`src/rtl/riot_pkg.sv`:
```
`default_nettype none
// ============================================================================
// Module   : riot_pkg
// Purpose  : Shared constants and types for the RIOT core: I/O register
//            offsets, address-bit positions of the timer/edge register
//            decode, flag bit positions and the timer prescale encoding.
// Revision : 1.0 - initial release
// ============================================================================
package riot_pkg;

    // I/O register offsets (A[1:0] when rs=1 and A[2]=0)
    localparam logic [1:0] c_OFF_PA_DATA = 2'd0;
    localparam logic [1:0] c_OFF_DDRA    = 2'd1;
    localparam logic [1:0] c_OFF_PB_DATA = 2'd2;
    localparam logic [1:0] c_OFF_DDRB    = 2'd3;

    // Address bit positions used by the timer / edge-control decode
    localparam int c_A_EDGE_POL  = 0;  // edge-control write: 1 = rising
    localparam int c_A_FLAG_SEL  = 0;  // read: 1 = flag register, 0 = counter
    localparam int c_A_EDGE_IE   = 1;  // edge-control write: edge IE
    localparam int c_A_TIMER_SEL = 2;  // 1 = timer/edge block, 0 = ports
    localparam int c_A_TIMER_IE  = 3;  // timer IE on timer write/read
    localparam int c_A_TIMER_WR  = 4;  // write: 1 = timer load, 0 = edge ctrl
    localparam int c_A_TIMER_HI  = 5;  // high counter byte (wide timers only)

    // Flag register bit positions
    localparam int c_FLAG_TIMER_BIT = 7;
    localparam int c_FLAG_EDGE_BIT  = 6;

    typedef enum logic [1:0] {
        P1    = 2'd0,
        P8    = 2'd1,
        P64   = 2'd2,
        P1024 = 2'd3
    } prescale_e;

    // log2 of the prescale period for each encoding
    localparam logic [3:0] c_PRESCALE_SHIFT [4] = '{4'd0, 4'd3, 4'd6, 4'd10};

    function automatic logic [3:0] prescale_shift(input prescale_e p);
        case (p)
            P1:      return c_PRESCALE_SHIFT[0];
            P8:      return c_PRESCALE_SHIFT[1];
            P64:     return c_PRESCALE_SHIFT[2];
            P1024:   return c_PRESCALE_SHIFT[3];
            default: return c_PRESCALE_SHIFT[0];
        endcase
    endfunction

endpackage
`default_nettype wire

```
`src/rtl/riot_timer.sv`:
```
`default_nettype none
// ============================================================================
// Module   : riot_timer
// Purpose  : Interval timer: down-counter, prescaler, underflow flag and IE.
//   clk, rst        : clock, asynchronous active-high reset
//   i_load          : load counter with i_load_val, prescale i_presc, IE i_ie
//   i_rd            : counter read side effects (IE <= i_ie, clear flag)
//   o_count         : current counter value
//   o_flag, o_ie    : current flag / IE
//   o_flag_nxt/_ie_nxt : values they take at the next clock edge
// Revision : 1.0 - initial release
// ============================================================================
module riot_timer
    import riot_pkg::*;
#(
    parameter int TIMER_W = 8
) (
    input  logic               clk,
    input  logic               rst,
    input  logic               i_load,
    input  logic               i_rd,
    input  logic               i_ie,
    input  prescale_e          i_presc,
    input  logic [TIMER_W-1:0] i_load_val,
    output logic [TIMER_W-1:0] o_count,
    output logic               o_flag,
    output logic               o_ie,
    output logic               o_flag_nxt,
    output logic               o_ie_nxt
);

    logic [TIMER_W-1:0] r_cnt;
    logic [TIMER_W-1:0] w_cnt_d;
    logic [9:0]         r_pre;
    logic [9:0]         w_pre_d;
    logic [3:0]         r_shift;
    logic [3:0]         w_shift_d;
    logic               r_run;
    logic               w_run_d;
    logic               r_flag;
    logic               w_flag_d;
    logic               r_ie;
    logic               w_ie_d;
    logic [10:0]        w_period;
    logic [10:0]        w_period_m1;
    logic               w_tick;
    logic               w_underflow;

    assign w_period    = 11'd1 << r_shift;
    assign w_period_m1 = w_period - 11'd1;
    // The prescaler counts 0..period-1; the decrement happens on the edge
    // where it has reached period-1, i.e. one full period after a load.
    assign w_tick      = r_run && ({1'b0, r_pre} == w_period_m1);
    assign w_underflow = w_tick && (r_cnt == '0);

    always_comb begin
        w_cnt_d   = r_cnt;
        w_pre_d   = r_pre;
        w_shift_d = r_shift;
        w_run_d   = r_run;
        w_flag_d  = r_flag;
        w_ie_d    = r_ie;

        if (r_run) begin
            w_pre_d = w_tick ? 10'd0 : r_pre + 10'd1;
        end
        if (w_tick) begin
            w_cnt_d = r_cnt - TIMER_W'(1);
        end
        if (w_underflow) begin
            w_shift_d = prescale_shift(P1);
        end

        // A read clears the flag, but an underflow on the same edge wins.
        if (i_rd) begin
            w_ie_d   = i_ie;
            w_flag_d = 1'b0;
        end
        if (w_underflow) begin
            w_flag_d = 1'b1;
        end

        // A load overrides everything, including a coincident underflow.
        if (i_load) begin
            w_cnt_d   = i_load_val;
            w_pre_d   = 10'd0;
            w_shift_d = prescale_shift(i_presc);
            w_run_d   = 1'b1;
            w_ie_d    = i_ie;
            w_flag_d  = 1'b0;
        end
    end

    always_ff @(posedge clk or posedge rst) begin
        if (rst) begin
            r_cnt   <= '0;
            r_pre   <= 10'd0;
            r_shift <= prescale_shift(P1);
            r_run   <= 1'b0;
            r_flag  <= 1'b0;
            r_ie    <= 1'b0;
        end else begin
            r_cnt   <= w_cnt_d;
            r_pre   <= w_pre_d;
            r_shift <= w_shift_d;
            r_run   <= w_run_d;
            r_flag  <= w_flag_d;
            r_ie    <= w_ie_d;
        end
    end

    assign o_count    = r_cnt;
    assign o_flag     = r_flag;
    assign o_ie       = r_ie;
    assign o_flag_nxt = w_flag_d;
    assign o_ie_nxt   = w_ie_d;

endmodule
`default_nettype wire

```
`src/rtl/riot_core.sv`:
```
`default_nettype none
// ============================================================================
// Module   : riot_core
// Purpose  : RAM / I/O / timer combination chip. Byte RAM, two I/O ports
//            with direction registers, edge detector on PA[PORT_W-1] and an
//            interval timer, all accessed through one register bus.
//   phi2, rst          : clock, asynchronous active-high reset
//   cs, rs, we_n, A, DI: bus access (rs=0 RAM, rs=1 I/O/timer)
//   DO, OE             : registered read data, OE pulses one cycle per read
//   PAI/PBI            : port pin inputs (synchronised internally)
//   PAO/PBO, DDRA/DDRB : port output and direction registers (1 = output)
//   IRQ, IRQ_EN        : interrupt request, OR of enabled source IEs
// Revision : 1.0 - initial release
// ============================================================================
module riot_core
    import riot_pkg::*;
#(
    parameter int RAM_DEPTH = 128,
    parameter int PORT_W    = 8,
    parameter int TIMER_W   = 8
) (
    input  logic                         phi2,
    input  logic                         rst,
    input  logic                         cs,
    input  logic                         rs,
    input  logic                         we_n,
    input  logic [$clog2(RAM_DEPTH)-1:0] A,
    input  logic [7:0]                   DI,
    output logic [7:0]                   DO,
    output logic                         OE,
    input  logic [PORT_W-1:0]            PAI,
    input  logic [PORT_W-1:0]            PBI,
    output logic [PORT_W-1:0]            PAO,
    output logic [PORT_W-1:0]            PBO,
    output logic [PORT_W-1:0]            DDRA,
    output logic [PORT_W-1:0]            DDRB,
    output logic                         IRQ,
    output logic                         IRQ_EN
);

    // ------------------------------------------------------------------
    // Access decode
    // ------------------------------------------------------------------
    logic w_rd;
    logic w_wr;
    logic w_ram_wr;
    logic w_port_wr;
    logic w_tsel;
    logic w_tmr_wr_any;
    logic w_tmr_lo_sel;
    logic w_tmr_load;
    logic w_tmr_rd;
    logic w_flag_rd;
    logic w_edge_ctl_wr;

    assign w_rd          = cs & we_n;
    assign w_wr          = cs & ~we_n;
    assign w_ram_wr      = w_wr & ~rs;
    assign w_tsel        = rs & A[c_A_TIMER_SEL];
    assign w_port_wr     = w_wr & rs & ~A[c_A_TIMER_SEL];
    assign w_tmr_wr_any  = w_wr & w_tsel & A[c_A_TIMER_WR];
    assign w_edge_ctl_wr = w_wr & w_tsel & ~A[c_A_TIMER_WR];
    assign w_tmr_load    = w_tmr_wr_any & w_tmr_lo_sel;
    assign w_tmr_rd      = w_rd & w_tsel & ~A[c_A_FLAG_SEL] & w_tmr_lo_sel;
    assign w_flag_rd     = w_rd & w_tsel & A[c_A_FLAG_SEL];

    // ------------------------------------------------------------------
    // RAM (no reset: contents are undefined after reset)
    // ------------------------------------------------------------------
    logic [7:0] r_mem [RAM_DEPTH];

    always_ff @(posedge phi2) begin
        if (w_ram_wr) begin
            r_mem[A] <= DI;
        end
    end

    // ------------------------------------------------------------------
    // Ports, synchronisers and edge detector
    // ------------------------------------------------------------------
    logic [PORT_W-1:0] r_pao;
    logic [PORT_W-1:0] r_pbo;
    logic [PORT_W-1:0] r_ddra;
    logic [PORT_W-1:0] r_ddrb;
    logic [PORT_W-1:0] r_pa_s1;
    logic [PORT_W-1:0] r_pa_s2;
    logic [PORT_W-1:0] r_pb_s1;
    logic [PORT_W-1:0] r_pb_s2;
    logic              r_edge_prev;
    logic              r_edge_pol;
    logic              r_edge_ie;
    logic              r_edge_flag;
    logic              w_edge_evt;
    logic              w_edge_flag_d;
    logic              w_edge_ie_d;
    logic [PORT_W-1:0] w_pa_rd;
    logic [PORT_W-1:0] w_pb_rd;

    assign w_pa_rd = (r_ddra & r_pao) | (~r_ddra & r_pa_s2);
    assign w_pb_rd = (r_ddrb & r_pbo) | (~r_ddrb & r_pb_s2);

    // The edge pin is watched after synchronisation, regardless of DDRA.
    assign w_edge_evt = r_edge_pol ? ( r_pa_s2[PORT_W-1] & ~r_edge_prev)
                                   : (~r_pa_s2[PORT_W-1] &  r_edge_prev);

    // A new event on the same edge as a flag read keeps the flag set.
    assign w_edge_flag_d = w_edge_evt | (r_edge_flag & ~w_flag_rd);
    assign w_edge_ie_d   = w_edge_ctl_wr ? A[c_A_EDGE_IE] : r_edge_ie;

    always_ff @(posedge phi2 or posedge rst) begin
        if (rst) begin
            r_pao       <= '0;
            r_pbo       <= '0;
            r_ddra      <= '0;
            r_ddrb      <= '0;
            r_pa_s1     <= '0;
            r_pa_s2     <= '0;
            r_pb_s1     <= '0;
            r_pb_s2     <= '0;
            r_edge_prev <= 1'b0;
            r_edge_pol  <= 1'b0;
            r_edge_ie   <= 1'b0;
            r_edge_flag <= 1'b0;
        end else begin
            r_pa_s1     <= PAI;
            r_pa_s2     <= r_pa_s1;
            r_pb_s1     <= PBI;
            r_pb_s2     <= r_pb_s1;
            r_edge_prev <= r_pa_s2[PORT_W-1];
            r_edge_flag <= w_edge_flag_d;
            r_edge_ie   <= w_edge_ie_d;
            if (w_edge_ctl_wr) begin
                r_edge_pol <= A[c_A_EDGE_POL];
            end
            if (w_port_wr) begin
                case (A[1:0])
                    c_OFF_PA_DATA: r_pao  <= DI[PORT_W-1:0];
                    c_OFF_DDRA:    r_ddra <= DI[PORT_W-1:0];
                    c_OFF_PB_DATA: r_pbo  <= DI[PORT_W-1:0];
                    c_OFF_DDRB:    r_ddrb <= DI[PORT_W-1:0];
                    default:       r_pao  <= r_pao;
                endcase
            end
        end
    end

    // ------------------------------------------------------------------
    // Interval timer
    // ------------------------------------------------------------------
    logic [TIMER_W-1:0] w_tmr_load_val;
    logic [TIMER_W-1:0] w_tmr_count;
    logic [7:0]         w_tmr_rd_byte;
    logic               w_tmr_flag;
    logic               w_tmr_ie;
    logic               w_tmr_flag_nxt;
    logic               w_tmr_ie_nxt;

    generate
        if (TIMER_W == 8) begin : g_timer_narrow
            assign w_tmr_load_val = DI;
            assign w_tmr_lo_sel   = 1'b1;
            assign w_tmr_rd_byte  = w_tmr_count[7:0];
        end else begin : g_timer_wide
            // High byte is staged by an A[5]=1 write and applied when the
            // low byte is written, which is what loads and starts the timer.
            logic [TIMER_W-9:0] r_tmr_hi;

            always_ff @(posedge phi2 or posedge rst) begin
                if (rst) begin
                    r_tmr_hi <= '0;
                end else if (w_tmr_wr_any && A[c_A_TIMER_HI]) begin
                    r_tmr_hi <= DI[TIMER_W-9:0];
                end
            end

            assign w_tmr_load_val = {r_tmr_hi, DI};
            assign w_tmr_lo_sel   = ~A[c_A_TIMER_HI];
            assign w_tmr_rd_byte  = A[c_A_TIMER_HI] ? 8'(w_tmr_count[TIMER_W-1:8])
                                                    : w_tmr_count[7:0];
        end
    endgenerate

    riot_timer #(
        .TIMER_W (TIMER_W)
    ) u_timer (
        .clk        (phi2),
        .rst        (rst),
        .i_load     (w_tmr_load),
        .i_rd       (w_tmr_rd),
        .i_ie       (A[c_A_TIMER_IE]),
        .i_presc    (prescale_e'(A[1:0])),
        .i_load_val (w_tmr_load_val),
        .o_count    (w_tmr_count),
        .o_flag     (w_tmr_flag),
        .o_ie       (w_tmr_ie),
        .o_flag_nxt (w_tmr_flag_nxt),
        .o_ie_nxt   (w_tmr_ie_nxt)
    );

    // ------------------------------------------------------------------
    // Read data mux, DO/OE and IRQ registers
    // ------------------------------------------------------------------
    logic [7:0] w_rdata;
    logic [7:0] r_do;
    logic       r_oe;
    logic       r_irq;

    always_comb begin
        w_rdata = r_mem[A];
        if (rs) begin
            w_rdata = 8'h00;
            if (!A[c_A_TIMER_SEL]) begin
                case (A[1:0])
                    c_OFF_PA_DATA: w_rdata = 8'(w_pa_rd);
                    c_OFF_DDRA:    w_rdata = 8'(r_ddra);
                    c_OFF_PB_DATA: w_rdata = 8'(w_pb_rd);
                    c_OFF_DDRB:    w_rdata = 8'(r_ddrb);
                    default:       w_rdata = 8'h00;
                endcase
            end else if (A[c_A_FLAG_SEL]) begin
                w_rdata[c_FLAG_TIMER_BIT] = w_tmr_flag;
                w_rdata[c_FLAG_EDGE_BIT]  = r_edge_flag;
            end else begin
                w_rdata = w_tmr_rd_byte;
            end
        end
    end

    // IRQ is registered from the next-state flags/IEs so that it tracks
    // the flag registers without an extra cycle of lag.
    always_ff @(posedge phi2 or posedge rst) begin
        if (rst) begin
            r_do  <= 8'h00;
            r_oe  <= 1'b0;
            r_irq <= 1'b0;
        end else begin
            r_oe  <= w_rd;
            r_irq <= (w_tmr_flag_nxt & w_tmr_ie_nxt) | (w_edge_flag_d & w_edge_ie_d);
            if (w_rd) begin
                r_do <= w_rdata;
            end
        end
    end

    assign DO     = r_do;
    assign OE     = r_oe;
    assign IRQ    = r_irq;
    assign IRQ_EN = w_tmr_ie | r_edge_ie;
    assign PAO    = r_pao;
    assign PBO    = r_pbo;
    assign DDRA   = r_ddra;
    assign DDRB   = r_ddrb;

endmodule
`default_nettype wire

```
`config.mk`:
```
export PLATFORM = sky130hd
export DESIGN_NAME = riot_core
export DESIGN_NICKNAME = d
export VERILOG_FILES = /design/src/rtl/riot_pkg.sv /design/src/rtl/riot_timer.sv /design/src/rtl/riot_core.sv
export SDC_FILE = /design/constraint.sdc
export NUM_CORES = 1
export LEC_CHECK = 0
export ABC_CLOCK_PERIOD_IN_PS = 3200
export CELL_PAD_IN_SITES_DETAIL_PLACEMENT = 1
export CELL_PAD_IN_SITES_GLOBAL_PLACEMENT = 2
export CORE_MARGIN = 1.5
export CORE_UTILIZATION = 35
export DETAILED_ROUTE_END_ITERATION = 10
export MAX_ROUTING_LAYER = met4
export PLACE_DENSITY = 0.71
export REMOVE_ABC_BUFFERS = 1
export SLEW_MARGIN = 10
export SYNTH_ARGS = -nofsm -noshare
export SYNTH_HDL_FRONTEND = slang
export SYNTH_SLANG_ARGS = --single-unit
```
`constraint.sdc`:
```
create_clock -name phi2 -period 3.2 [get_ports phi2]
set_input_delay 0.64 -clock phi2 [delete_from_list [all_inputs] [get_ports phi2]]
set_output_delay 0.64 -clock phi2 [all_outputs]
set_load 0.05 [all_outputs]
```
# Word level (Yosys, flattened, before mapping)
# Memory sizes are Yosys's and may differ from the RTL's.
# Cells that the tools add are included.
[word_totals]
register_bits = 103
latchBits = 0
mem_bits_rw = 1024
romBits = 0
input_bits = 36
output_inout_bits = 43
mem_count = 1
[op_classes]
add_sub_neg = 3
mul = 0
div = 0
n_lt_le_gt_ge = 0
eq_ne = 4
shift = 1
mux = 22
n_bitwise = 36
reduce_logical = 11
[memory_table]
columns = ["name", "depth", "word_bits", "rd", "rd_ports_with_merged_regs", "write_ports", "line", "rtl"]
rows = [
  ["r_mem", 128, 8, 1, 0, 1, "riot_core.sv:70", "logic [7:0] r_mem [RAM_DEPTH];"],
]
[op_table]
columns = ["op", "count"]
rows = [
  ["$and A8 B8 Y8", 4],
  ["$mux W8", 4],
  ["$pmux W8 S4", 1],
  ["$mux W10", 3],
  ["$and A1 B1 Y1", 17],
  ["$not A8 Y8", 2],
  ["$or A8 B8 Y8", 2],
  ["$pmux W4 S4", 1],
  ["$eq A10 B11 Y1", 1],
  ["$shl A1 B4 Y11 const A", 1],
  ["$sub A11 B1 Y11 const B", 1],
  ["$add A10 B1 Y10 const B", 1],
  ["$mux W1", 9],
  ["$logic_not A8 Y1", 1],
  ["$mux W4", 2],
  ["$not A1 Y1", 8],
  ["$reduce_and A2 Y1", 4],
  ["$sub A8 B1 Y8 const B", 1],
  ["$mux W6", 1],
  ["$reduce_bool A2 Y1", 3],
  ["$eq A2 B2 Y1 const B", 2],
  ["$or A1 B1 Y1", 3],
  ["$eq A2 B1 Y1 const B", 1],
  ["$logic_and A1 B1 Y1", 2],
  ["2 further kinds", 2],
]

# Logic depth before layout (Yosys ltp)
[depth]
word_depth = 9
ltp_mapped = 14

# Hierarchy
# Synthesis repeated with hierarchy kept, for this count alone.
[unflattened]
hier_cells = 2584
area_unflattened_um2 = 45413.6
[modules_own_cells]
columns = ["mod", "instances", "cells_each", "area_each_um2"]
rows = [
  ["riot_core", 1, 2360, 43523.0],
  ["riot_timer", 1, 224, 1890.6],
]

# Least setup slack after synthesis
# No wires, ideal clock.
[synth_timing]
path_type = "flip-flop to flip-flop"
from = "reg u_timer.r_shift[3]"
to = "reg u_timer.r_shift[0]"
setup_time_ns = 0.137
arrival_time_ns = 3.133
setup_slack_ns = -0.070
stages_incl_launch_ff = 15
synth_period_minus_slack_ns = 3.270
path_cell_list = "dfrtp_1 > clkbuf_1 > nor3_1 > nand2_1 > ha_1 > buf_2 > nor4_1 > o21ai_0 > and3_1 > or4_1 > clkbuf_1 > or3_1 > buf_2 > nor4_4 > o21ai_0"
[synth_between]
elab_chain_len = 6
[synth_lines]
columns = ["item", "line", "rtl"]
rows = [
  ["start, declared", "riot_timer.sv:36", "logic [3:0] r_shift;"],
  ["start signal, assigned", "riot_timer.sv:98", "r_shift <= prescale_shift(P1);"],
  ["start signal, assigned", "riot_timer.sv:105", "r_shift <= w_shift_d;"],
  ["$shl A1 B4 Y11", "riot_timer.sv:49", "assign w_period = 11'd1 << r_shift;"],
  ["$sub A11 B1 Y11", "riot_timer.sv:50", "assign w_period_m1 = w_period - 11'd1;"],
  ["$eq A10 B11 Y1", "riot_timer.sv:53", "assign w_tick = r_run && ({1'b0, r_pre} == w_period_m1);"],
  ["$logic_and A1 B1 Y1", "riot_timer.sv:53", ""],
  ["$logic_and A1 B1 Y1", "riot_timer.sv:54", "assign w_underflow = w_tick && (r_cnt == '0);"],
  ["$reduce_bool A2 Y1 (no source line)", "n/a", ""],
]
# No other way between the ends.
# A chain may end at the register's enable or synchronous reset.

# Worst setup path after layout
[layout_timing]
from = "in A[4]"
to = "reg r_do[5] (netlist: DO[5])"
[layout_between]
elab_chain_len = 2
[layout_lines]
columns = ["item", "line", "rtl"]
rows = [
  ["start, declared", "riot_core.sv:27", "input logic [$clog2(RAM_DEPTH)-1:0] A,"],
  ["$mem_v2 Z128 W8", "n/a", ""],
  ["$mux W8", "riot_core.sv:210", "if (rs) begin"],
  ["end signal, assigned", "riot_core.sv:240", "r_do <= w_rdata;"],
  ["end, declared", "riot_core.sv:204", "logic [7:0] r_do;"],
]
# No other way between the ends.

==> run summary <==
Gr usage total - 22.4%
Htree depth - 3
Worst vdd ir - 456 uV
Footprint of the multi-input gates - 10300 um^2
Ant diodes - 0
# fillers - 12.3k
Ys flop type - edfxtp_1
Leakage - 18.2 nW
Final hold vios - 0
Initial antenna violation count - 4
Finish-stage setup viols - 0
Average size of a mapped cell - 16.8 um^2
Dpl ws - -0.470 ns
Reg-to-reg critical path startpoint - u_timer.r_shift[3]
Syn Inst Count - 2633
Synthesized cell area - 44200 um^2
Mux cell area share after synthesis - 10.5%
Status - finished clean
Worst slew margin - 43.2%
Reg area - 33300 um^2
Area added between synthesis and finish - 22.3%
Clock skew - 0.0519 ns
RSZ-0062 raised after global routing - false
Layout cells sized above 1 - 24.8%
Grt ovf - 0
Port-buffer cells - 78
Vias in the first global route - 28.1k
Clk sinks - 1127
Peak Freq - 330 MHz
Most frequent cells in the layout - edfxtp_1, buf_4, nand2_1
Crit end category - flop
Worst-margin pin slew - 0.843 ns
GP Congestion - 0.923
Vias per cell - 5.58
Asr flop ratio synth - 9.14%
Final Util - 43.1%
Synth Area in Compound Gates - 7.28%
Die height - 358 um
Synth cell types - 59
Inserted Clock Buffers - 117
Deepest clock path buffer count - 3
Tcrit/Tclk final - 94.7%
Initial Util - 35.2%
Post-synthesis xor/xnor area fraction - 0.337%
CP required - 3.79 ns
Max reg flops - 1024
Biggest register - r_mem
First-pass GRT wire length - 202000 um
Arr. time, crit path - 3.62 ns
Simple-gate share of the synthesized area - 4.95%
Largest regs - r_mem (1024), u_timer.r_pre (10)
Synth Warn # - 0
Final worst slack - 0.170 ns
DRC - 0
R2R Setup Slk - 0.20 ns
Min cycle time layout - 3.03 ns
Hold WS - 0.312 ns
Largest family of logic cells by synthesized area - multiplexers
Yosys reg bits - 1127
Routed WL - 140000 um
Clk_lat worst skew - 0.74 ns
EDFF count, synth - 1024
Maxcap violations - 0
PwrDens - 614 nW/um^2
Final ANT Viol Nets - 0
Critical path origin - A[4]
Crit path max fanout - 17
Boundary pin count - 79
Pins Over Slew Limit - 0
Crit Path Class - in -> reg
Largest net degree at the start of global routing - 134
WL/cell - 29.0 um
Hold path start - DI[5]
Row count - 130
Adder-Cell Fraction of Synth Area - 0.0849%
Core ar. - 126000 um^2
Vias post-DR - 26.9k
Commonest non-fill, non-tap cell in the layout - edfxtp_1
# nets final - 3119
Clock root cell - clkbuf_16
DR iter-0 viols - 2840
Crit path launch type - primary input
TritonCTS clock tree - done
Drt pass-1 iters - 6
Overall die area - 129000 um^2
Worst min path class - in -> reg
Post-DP HPWL - 93200 um
Seq/Total Area, Yosys - 75.4%
CTS clk-pin slew, worst paths - 0.06 ns
Die width - 358 um
## critical path, stage by stage
cell             delay [ns]
clkdlybuf4s50_1        0.47
buf_4                  0.18
buf_4                  0.19
or3_1                  0.16
buf_4                  0.32
o21ai_0                0.18
o22ai_1                0.33
a41oi_1                0.33
buf_4                  0.25
o41ai_1                0.37
o211ai_1               0.16
## synthesized netlist by cell type, drive strengths merged, types with 5 or more instances
library cell,count,share of area (%)
edfxtp,1024,70
nand2,214,1.8
nor2,190,1.6
a21oi,151,1.7
o21ai,139,1.6
mux2i,129,2.9
mux4,128,6.5
clkbuf,123,1.0
dfrtp,103,5.8
o221ai,76,1.5
o22ai,52,0.74
buf,43,0.43
mux2,40,1.0
a41oi,30,0.59
nand3,20,0.23
nand2b,16,0.23
nor3,15,0.17
o2bb2ai,15,0.30
xnor2,13,0.26
nor2b,9,0.13
nor4,9,0.16
o211ai,9,0.15
inv,7,0.059
o41ai,7,0.14
or3,7,0.099
a31o,5,0.099
nor3b,5,0.085
## worst paths after layout
path	cells past startpoint	to
hold / removal	1	r_mem[4][5]
min in group asynchronous	2	r_pa_s1[6]
hold reg to reg	0	r_pb_s2[3]
setup reg to reg	11	u_timer.o_count[7]
max in group asynchronous	3	DDRA[7]
setup / recovery	11	DO[5]
## timing repair
item                                    CTS  global route
resized for setup                         3             9
hold buffers                              0             0
pin swaps                                 0             9
buffers inserted                          0             2
endpoints found under the setup margin   14            19
## cells by family after synthesis
kind of cell             Yosys count
AO/OA/AOI/OAI                    508
XOR/XNOR                          17
adder cells (fa/ha/maj)            3
AND/OR/NAND/NOR                  508
buffers and inverters            173
flip-flops                      1127
multiplexers                     297
## per-layer routing
| metal | up-vias | global-route usage (%) | routed length [um] |
|---|---|---|---|
| met2 | 1011 | 35.6 | 67400 |
| met1 | 14384 | 30.4 | 60700 |
| met3 | 206 | 2.58 | 7870 |
| met4 | 0 | 6.28 | 3960 |
| met5 | - | - | 0 |
| li1 | 11332 | - | - |
## cell type report
| type | instances | share of cell area, % |
|---|---|---|
| clock buffer | 154 | 6.00 |
| clock inverter | 66 | 1.04 |
| inverter | 7 | 0.0532 |
| multi-input combinational | 1333 | 19.1 |
| sequential | 1127 | 61.6 |
| tap | 1650 | 3.82 |
| timing repair buffer | 494 | 8.39 |
## through the flow
step                      TNS [ns]  total power, mW  instance area (um^2)  std cells
after floorplan            -187.42             18.1                 43600       2467
after global placement       -2.66             19.8                 50200       4609
after detailed placement     -3.48             19.9                 50200       4609
after CTS                        0             33.4                 54000       4829
after global routing             0             34.1                 54100       4831
final                            0             33.2                 54100       4831
## power breakdown
part | leakage (nW) | switching, mW | internal (mW)
registers | 10.5 | 0.261 | 16.3
clock network | 1.87 | 5.74 | 7.82
logic | 5.89 | 1.94 | 1.17
Note: power is estimated with default switching activity, not from simulation.
